[config.mk]
export PLATFORM = sky130hd
export DESIGN_NAME = scan_scheduler
export DESIGN_NICKNAME = d
export VERILOG_FILES = /design/src/rtl/scan_scheduler.sv
export SDC_FILE = /design/constraint.sdc
export NUM_CORES = 1
export LEC_CHECK = 0
export ABC_CLOCK_PERIOD_IN_PS = 6910
export CAP_MARGIN = 15
export CORE_ASPECT_RATIO = 1.4
export CORE_UTILIZATION = 45
export CTS_CLUSTER_DIAMETER = 120
export DETAILED_ROUTE_END_ITERATION = 10
export HOLD_SLACK_MARGIN = 0.12
export PLACE_DENSITY = 0.62
export SYNTH_ARGS = -nofsm -noshare
export SYNTH_HDL_FRONTEND = slang
export SYNTH_SLANG_ARGS = --single-unit
[constraint.sdc]
create_clock -name clk -period 6.91 [get_ports clk]
set_input_delay 0.691 -clock clk [delete_from_list [all_inputs] [get_ports clk]]
set_output_delay 0.691 -clock clk [all_outputs]
set_load 0.02 [all_outputs]
[src/rtl/scan_scheduler.sv]
// Two-axis LDR scan sequencer: sweeps base then arm, parks both at the brightest angle.
// Optional macro LDR_AVG_EN: sums the last 4 dwell samples per angle instead of a single sample.
module scan_scheduler #(
    parameter int unsigned ANGLE_MAX  = 180,
    parameter int unsigned LDR_W      = 10,
    parameter int unsigned SETTLE_CYC = 100
) (
    input  logic             clk,
    input  logic             rst,
    input  logic             trigger,
    input  logic [LDR_W-1:0] ldr,
    input  logic [31:0]      speed,
    input  logic [31:0]      rescan_period,
    output logic [7:0]       base,
    output logic [7:0]       arm,
    output logic             status,
    output logic             busy,
    output logic [LDR_W-1:0] max_ldr
);

`ifdef LDR_AVG_EN
    localparam int unsigned SW = LDR_W + 2;
`else
    localparam int unsigned SW = LDR_W;
`endif

    typedef enum logic [2:0] {IDLE, SETTLE_B, SWEEP_B, SETTLE_A, SWEEP_A} state_t;

    state_t        state, state_next;
    logic          trig_q;
    logic [31:0]   idle_cnt;
    logic [31:0]   dwell;
    logic [31:0]   dwell_start;
    logic [31:0]   cnt;
    logic [SW-1:0] max_i;
    logic [7:0]    max_b, max_a;
    logic [SW-1:0] sample;
    logic [SW-1:0] fin_i;
    logic [7:0]    cur_angle;
    logic          start, settle_done, last_dwell, last_angle, better;

`ifdef LDR_AVG_EN
    logic [SW-1:0] acc;
`endif

    always_comb begin
        start       = 1'b0;
        settle_done = (cnt == SETTLE_CYC - 32'd1);
        last_dwell  = (cnt == dwell - 32'd1);
        cur_angle   = (state == SWEEP_A) ? arm : base;
        last_angle  = (cur_angle == 8'(ANGLE_MAX));
`ifdef LDR_AVG_EN
        dwell_start = (speed < 32'd4) ? 32'd4 : speed;
        sample      = acc + SW'(ldr);
`else
        dwell_start = (speed == 32'd0) ? 32'd1 : speed;
        sample      = ldr;
`endif
        better      = (sample > max_i);
        fin_i       = better ? sample : max_i;
        if (state == IDLE) begin
            // A coincident trigger edge and timer match still yield a single start.
            start = (trigger && !trig_q) ||
                    ((rescan_period != 32'd0) && (idle_cnt >= rescan_period - 32'd1));
        end
    end

    always_comb begin
        state_next = state;
        case (state)
            IDLE:     if (start) state_next = SETTLE_B;
            SETTLE_B: if (settle_done) state_next = SWEEP_B;
            SWEEP_B:  if (last_dwell && last_angle) state_next = SETTLE_A;
            SETTLE_A: if (settle_done) state_next = SWEEP_A;
            SWEEP_A:  if (last_dwell && last_angle) state_next = IDLE;
            default:  state_next = IDLE;
        endcase
    end

    always_ff @(posedge clk or posedge rst) begin
        if (rst) state <= IDLE;
        else     state <= state_next;
    end

    always_ff @(posedge clk or posedge rst) begin
        if (rst) begin
            trig_q   <= 1'b0;
            idle_cnt <= '0;
            dwell    <= 32'd1;
            cnt      <= '0;
            max_i    <= '0;
            max_b    <= '0;
            max_a    <= '0;
            base     <= '0;
            arm      <= '0;
            status   <= 1'b0;
            busy     <= 1'b0;
            max_ldr  <= '0;
        end else begin
            trig_q <= trigger;
            case (state)
                IDLE: begin
                    if (start) begin
                        busy     <= 1'b1;
                        status   <= 1'b0;
                        base     <= '0;
                        arm      <= '0;
                        dwell    <= dwell_start;
                        max_i    <= '0;
                        max_b    <= '0;
                        max_a    <= '0;
                        idle_cnt <= '0;
                        cnt      <= '0;
                    end else if (idle_cnt != '1) begin
                        idle_cnt <= idle_cnt + 32'd1;
                    end
                end
                SETTLE_B, SETTLE_A: begin
                    cnt <= settle_done ? 32'd0 : cnt + 32'd1;
                end
                SWEEP_B: begin
                    if (last_dwell) begin
                        cnt <= '0;
                        if (better) begin
                            max_i <= sample;
                            max_b <= base;
                        end
                        if (last_angle) begin
                            base  <= better ? base : max_b;
                            arm   <= '0;
                            max_i <= '0;
                            max_a <= '0;
                        end else begin
                            base <= base + 8'd1;
                        end
                    end else begin
                        cnt <= cnt + 32'd1;
                    end
                end
                SWEEP_A: begin
                    if (last_dwell) begin
                        cnt <= '0;
                        if (better) begin
                            max_i <= sample;
                            max_a <= arm;
                        end
                        if (last_angle) begin
                            arm    <= better ? arm : max_a;
`ifdef LDR_AVG_EN
                            max_ldr <= fin_i[SW-1:2];
`else
                            max_ldr <= fin_i;
`endif
                            status <= 1'b1;
                            busy   <= 1'b0;
                        end else begin
                            arm <= arm + 8'd1;
                        end
                    end else begin
                        cnt <= cnt + 32'd1;
                    end
                end
                default: ;
            endcase
        end
    end

`ifdef LDR_AVG_EN
    // Accumulate only the final four dwell cycles; cleared as each angle completes.
    always_ff @(posedge clk or posedge rst) begin
        if (rst) begin
            acc <= '0;
        end else if (state == SWEEP_B || state == SWEEP_A) begin
            if (last_dwell)
                acc <= '0;
            else if (cnt >= dwell - 32'd4)
                acc <= acc + SW'(ldr);
        end else begin
            acc <= '0;
        end
    end
`endif

endmodule

==> impl_metrics.csv, run 1 <==
group,metric,value,unit
die,core.rowCount,66,
drt,routedWlPerCell,17.62,um
cts,clk_latency,0.44,ns
cells_and_area,area_delta_synth_final,17.73,%
placement,dp.cells,1546,
cells_and_area,finalNetCount,1386,
critical_path,crit_type,"in2reg",
die,die_w,132.0,um
placement,gp_congestion,0.8858,
cts,cts_root_buf,"clkbuf_16",
synth,synth_ff_type,"dfrtp_1",
timing,slew_viol_final,0,
critical_path,cp.required,7.23,ns
timing,skew,0.01216,ns
timing,timing.slew.headroom,0.3113,
drt,vias_per_cell,5.799,
timing,setup-tns-final,0,ns
drt,first_pass_iters,5,
grt,grt-ovfl-total,0,
grt,grt_use_total,0.2414,
cells_and_area,final_common_cell,"dfrtp_1",
cells_and_area,instances_no_fill,1579,
timing,worstMarginPinSlew,1.033,ns
cts,cts_tree,"yes",
placement,dp_hpwl,20860,um
timing,rsz0062_at_grt,"false",
cts,cts-buffers-inserted,17,
drt,finalWirelength,27820,um
cts,cts.sinks,154,
timing,worst_hold_slack,0.4753,ns
cts,clk_pin_slew,0.06,ns
drt,drtAntennaViolNets,0,
placement,numPortBuffers,104,
cts,cts_resized,0,
critical_path,reg2reg_slack,2.69,ns
synth,synth-seq-area-share,0.3619,
synth,async_reset_ff_frac,1.000,
die,pin_count,105,
grt,grt_start_max_net_pins,82,
synth,synth.area.top_cells,"dfrtp_1, ha_1, xnor2_1, xor2_1, nand2_1",
timing,post-route-period-util,0.8332,
timing,finalSetupViolCount,0,
pwr,power_density,171.2,mW/mm^2
drt,vias,9156,
cts,holdBufCountCts,0,
die,die_y,184.0,um
cells_and_area,antenna-diode-count,0,
cells_and_area,mostFrequentLayoutCells,"dfrtp_1, nand2_1, clkdlybuf4s50_1",
synth,synth_cell_types,81,
cells_and_area,postLayoutCoreUtil,0.5404,
run_status,status,"complete, no violations",
cts,cts_setup_buffers,0,
synth,syn_nets,1311,
die,start_util,0.4590,
pwr,power.leakage,5.015,nW
grt,grt_pass1_vias,9125,
synth,synth_seq_cells,154,
critical_path,cp_max_fo,66,
grt,antenna_found_initial,0,
synth,synthCells,1185,
synth,netlist_area,0.01065,mm^2
job,max_cap_viol_count,0,
die,dieArea,0.02430,mm^2
pwr,vdd_drop_max,189.5,uV
drt,drt_iter0_drc,590,
pwr,p_total,2.147,mW
critical_path,start_kind,"primary input",
synth,yosys_warnings,0,
critical_path,arrival,6.08,ns
synth,synth_edf_count,0,
die,coreArea,0.02320,mm^2
timing,hold_viol,0,
synth,synth_top_cell_by_area,"dfrtp_1",
grt,grt_first_pass_wirelength,46620,um
synth,syn_area_per_cell,8.989,um^2
timing,max_freq,0.1737,GHz
critical_path,cp-end-kind,"flop",
drt,drc_errors,0,
hold_path,hold_path_class,"reg2reg",
synth,synth.top_cell.area_share,0.3595,
timing,post-route-min-period,5.758,ns
cts,cts.path.max_buffers,2,
cells_and_area,drive_gt1_frac,0.08405,
cts,htree_num_levels,4,
## per-stage QoR
stage	setup slack, ns	area (um^2)
after detailed placement	0.6740	11910
after global placement	0.7671	11910
final	1.152	12540
after floorplan	1.689	10650
after CTS	1.111	12510
after global routing	0.7066	12540
## routing by layer
| layer | share of wire | global-route usage | wire, um | up-vias |
|---|---|---|---|---|
| met5 | 0 | 0 | 0 | - |
| met1 | 0.42 | 0.2825 | 11600 | 4440 |
| met3 | 0.030 | 0.03888 | 845 | 51 |
| li1 | - | - | - | 4491 |
| met4 | 0.028 | 0.1023 | 784 | 0 |
| met2 | 0.52 | 0.4353 | 14590 | 174 |
## worst paths after layout
kind	end	start	depth (start not counted)
max in group asynchronous	dwell[0]	rst	4
hold reg to reg	max_ldr[3]	max_ldr[3]	2
setup reg to reg	max_b[0]	dwell[22]	9
min in group asynchronous	max_a[4]	rst	2
setup / recovery	dwell[15]	rescan_period[3]	16
hold / removal	max_ldr[3]	max_ldr[3]	2
## report_power, final
group	leakage (nW)	internal, mW	switching (mW)
Combinational	2.83	0.118	0.118
Sequential	1.90	0.922	0.0388
Clock	0.290	0.571	0.378
## critical path, stage by stage
cell	delay, ns
clkdlybuf4s50_1	0.48
or4_1	0.58
or3_1	0.43
nor2_1	0.25
nand2_1	0.15
nor3_1	0.52
nand3_1	0.17
xor2_1	0.17
ha_1	0.28
nand4_1	0.12
nor4_1	0.37
nor4b_1	0.26
nand3_1	0.26
a31oi_4	0.27
buf_4	0.65
mux2_2	0.41
## state kept, by name, indices dropped and copies added, names as in the netlist
register,cells
cnt,32
dwell,32
idle_cnt,32
max_i,10
max_ldr,10
arm,8
base,8
max_a,8
max_b,8
state,3
busy,1
status,1
trig_q,1
## cells in the mapped netlist (8+ instances only)
cell type	n
a21o_1	8
a21oi_1	35
nor2_2	12
nor3b_1	11
nor2b_1	11
nor3_1	48
o21ai_0	42
nand3_1	42
clkbuf_1	39
a22o_1	20
and3_1	19
mux2i_1	13
o22ai_1	12
nor4_1	38
dfrtp_1	153
nand2_1	108
mux2_2	30
nand4_1	41
inv_1	33
ha_1	49
nor2_1	94
and4_1	8
xnor2_1	62
nand2b_1	8
xor2_1	56
and2_1	17
or4_1	9
o211ai_1	14
or3_1	19
## final cells by class
type | count | area [um^2]
Tap cell | 306 | 382.9
Clock buffer | 23 | 488.0
Sequential cell | 154 | 3855
Clock inverter | 9 | 111.4
Multi-Input combinational cell | 940 | 6441
Fill cell | 2169 | 10670
Timing Repair Buffer | 113 | 1129
Inverter | 34 | 132.6
## logic make-up (layout without fill, tap and decap cells)
logic type / count (synthesis) / in the layout / share of synthesized area
compound gates: 211 / 211 / 0.1369
xor+xnor: 119 / 119 / 0.09926
fa+ha+maj: 49 / 49 / 0.05756
buf+inv: 91 / 179 / 0.03536
flops: 154 / 154 / 0.3619
mux: 44 / 44 / 0.04499
simple gates: 517 / 517 / 0.2641
(Power assumes the default switching activity.)
==> inputs of run 2 (changes only) <==
--- a/config.mk
+++ b/config.mk
@@ -5,7 +5,7 @@
 export SDC_FILE = /design/constraint.sdc
 export NUM_CORES = 1
 export LEC_CHECK = 0
-export ABC_CLOCK_PERIOD_IN_PS = 6910
+export ABC_CLOCK_PERIOD_IN_PS = 5300
 export CAP_MARGIN = 15
 export CORE_ASPECT_RATIO = 1.4
 export CORE_UTILIZATION = 45
==> constraint.sdc (replaced) <==
create_clock -name clk -period 5.3 [get_ports clk]
set_input_delay 0.53 -clock clk [delete_from_list [all_inputs] [get_ports clk]]
set_output_delay 0.53 -clock clk [all_outputs]
set_load 0.02 [all_outputs]
==> impl_metrics.csv, run 2 (synthesized netlist as in run 1, its figures left out) <==
group,metric,value,unit
cts,cts.sinks,154,
timing,hold_viol,0,
cells_and_area,antenna-diode-count,0,
critical_path,rr_worst_depth,11,
cts,cts_root_buf,"clkbuf_16",
cts,cts.path.max_buffers,2,
critical_path,cp-end-kind,"flop",
cells_and_area,finalNetCount,1424,
pwr,swShare,0.2538,
cells_and_area,stdcell_area,0.01287,mm^2
cells_and_area,drive_gt1_frac,0.1167,
grt,met3_usage,0.03198,
placement,numPortBuffers,104,
placement,gp_congestion,0.8760,
timing,post-route-min-period,5.019,ns
timing,worstMarginPinSlew,0.9978,ns
pwr,combPwrFrac,0.111,
drt,routedWlPerCell,17.27,um
timing,worst_hold_slack,0.4770,ns
critical_path,slowest_delay,0.55,ns
hold_path,hold_depth,2,
pwr,pwr-share-clk,0.451,
timing,setup-tns-final,0,ns
pwr,power.leakage,5.207,nW
die,die_w,132.0,um
critical_path,cp.required,5.67,ns
hold_path,hold_path_class,"reg2reg",
timing,max_freq,0.1993,GHz
cells_and_area,mostFrequentLayoutCells,"dfrtp_1, nand2_1, clkdlybuf4s50_1",
run_status,status,"complete, no violations",
job,max_cap_viol_count,0,
grt,grt_most_used_layer,"met2",
timing,timing.slew.headroom,0.3348,
grt,antenna_found_initial,0,
cts,holdBufCountCts,0,
drt,drtAntennaViolNets,0,
grt,grt_first_pass_wirelength,46730,um
die,start_util,0.4590,
pwr,p_int,2.136,mW
cts,clk_pin_slew,0.07,ns
placement,post_dp_cell_area,0.01222,mm^2
drt,vias,9301,
grt,grt_use_total,0.2402,
cts,htree_num_levels,4,
die,coreArea,0.02320,mm^2
drt,drt_iter0_drc,569,
placement,dp_hpwl,21010,um
drt,finalWirelength,27930,um
pwr,vdd_drop_max,239.2,uV
critical_path,cp_max_fo,11,
timing,slew_viol_final,0,
grt,grt_start_max_net_pins,77,
cts,clk_latency,0.44,ns
grt,grt-ovfl-total,0,
timing,skew,0.01138,ns
pwr,power_density,222.3,mW/mm^2
cts,cts_tree,"yes",
critical_path,crit_chain,"clkdlybuf4s50_1 > or4_1 > nor2_1 > nand3_1 > or3_1 > or4_4 > buf_4 > nor3b_1 > xnor2_1 > ha_1 > nand2_1 > nor4_2 > nor4b_2 > nand3_1 > buf_4 > buf_4 > a31o_2 > buf_4 > nor3_1 > o22ai_1 > nand2_1",
cells_and_area,largest_registers,"cnt (32), dwell (32), idle_cnt (32)",
timing,finalSetupViolCount,0,
cells_and_area,final_common_cell,"dfrtp_1",
critical_path,crit_type,"in2reg",
die,dieArea,0.02430,mm^2
grt,grtUsageMet1,0.2812,
critical_path,cpMostUsedCell,"buf_4",
drt,drc_errors,0,
timing,post-route-period-util,0.9469,
critical_path,arrival,5.39,ns
drt,first_pass_iters,5,
drt,vias_per_cell,5.752,
pwr,p_sw,0.7265,mW
critical_path,slowest_stage,"or4_1",
pwr,seqPwrFrac,0.437,
die,pin_count,105,
cells_and_area,area_delta_synth_final,20.86,%
grt,grt_pass1_vias,9286,
grt,use_met2,0.4298,
die,die_y,184.0,um
pwr,p_total,2.862,mW
cts,cts-buffers-inserted,17,
die,core.rowCount,66,
cells_and_area,postLayoutCoreUtil,0.5548,
critical_path,start_kind,"primary input",
==> run 2: path summary, 6_finish.rpt <==
path / end / from / slack (ns)
hold / removal: max_ldr[1] / max_ldr[1] / 0.48
setup / recovery: cnt[9] / rescan_period[3] / 0.28
setup reg to reg: max_i[8] / dwell[1] / 1.22
max in group asynchronous: dwell[11] / rst / 3.67
min in group asynchronous: max_ldr[1] / rst / 0.58
hold reg to reg: max_ldr[1] / max_ldr[1] / 0.48
==> run 2: power by group through the flow <==
stage	combinational [mW]	sequential (mW)	clock (mW)
after detailed placement	0.319	1.27	0
after global routing	0.357	1.26	1.37
final	0.318	1.25	1.29
after floorplan	0.190	1.25	0
after CTS	0.321	1.25	1.31
after global placement	0.314	1.27	0
==> run 2: layout make-up <==
type	count	area, um^2
inverters	34	132.6
clock buffers	20	456.7
repair buffers	151	1406
well taps	306	382.9
multi-input cells	940	6477
flip-flops and latches	154	3855
fillers	2086	10330
clock inverters	12	162.7
==> run 2: worst max-delay path, delay by kind of cell <==
family	cells	cell delay [ns]
buffers and inverters	5	1.10
AOI/OAI and AO/OA	2	0.42
adders and majority gates	1	0.29
and+or+nand+nor	12	2.94
xor gates and xnor gates	1	0.10
==> run 2: timing repair <==
item,in CTS,in global routing
endpoints found under the setup margin,0,107
gates resized for setup,0,7
buffers inserted,0,0
==> run 2: through the flow <==
| step | cells | setup slack (ns) |
|---|---|---|
| 6_report | 1617 | 0.2812 |
| 5_1_grt | 1617 | -0.003968 |
| 4_1_cts | 1617 | 0.1750 |
| 3_5_place_dp | 1585 | -0.2698 |
| 3_3_place_gp | 1585 | -0.1993 |
| 2_1_floorplan | 1185 | 0.2397 |
==> run 2: per-layer routing <==
layer	routed length, um	part of all wire
met1	11850	0.42
met2	14280	0.51
met3	807	0.029
met4	994	0.036
met5	0	0
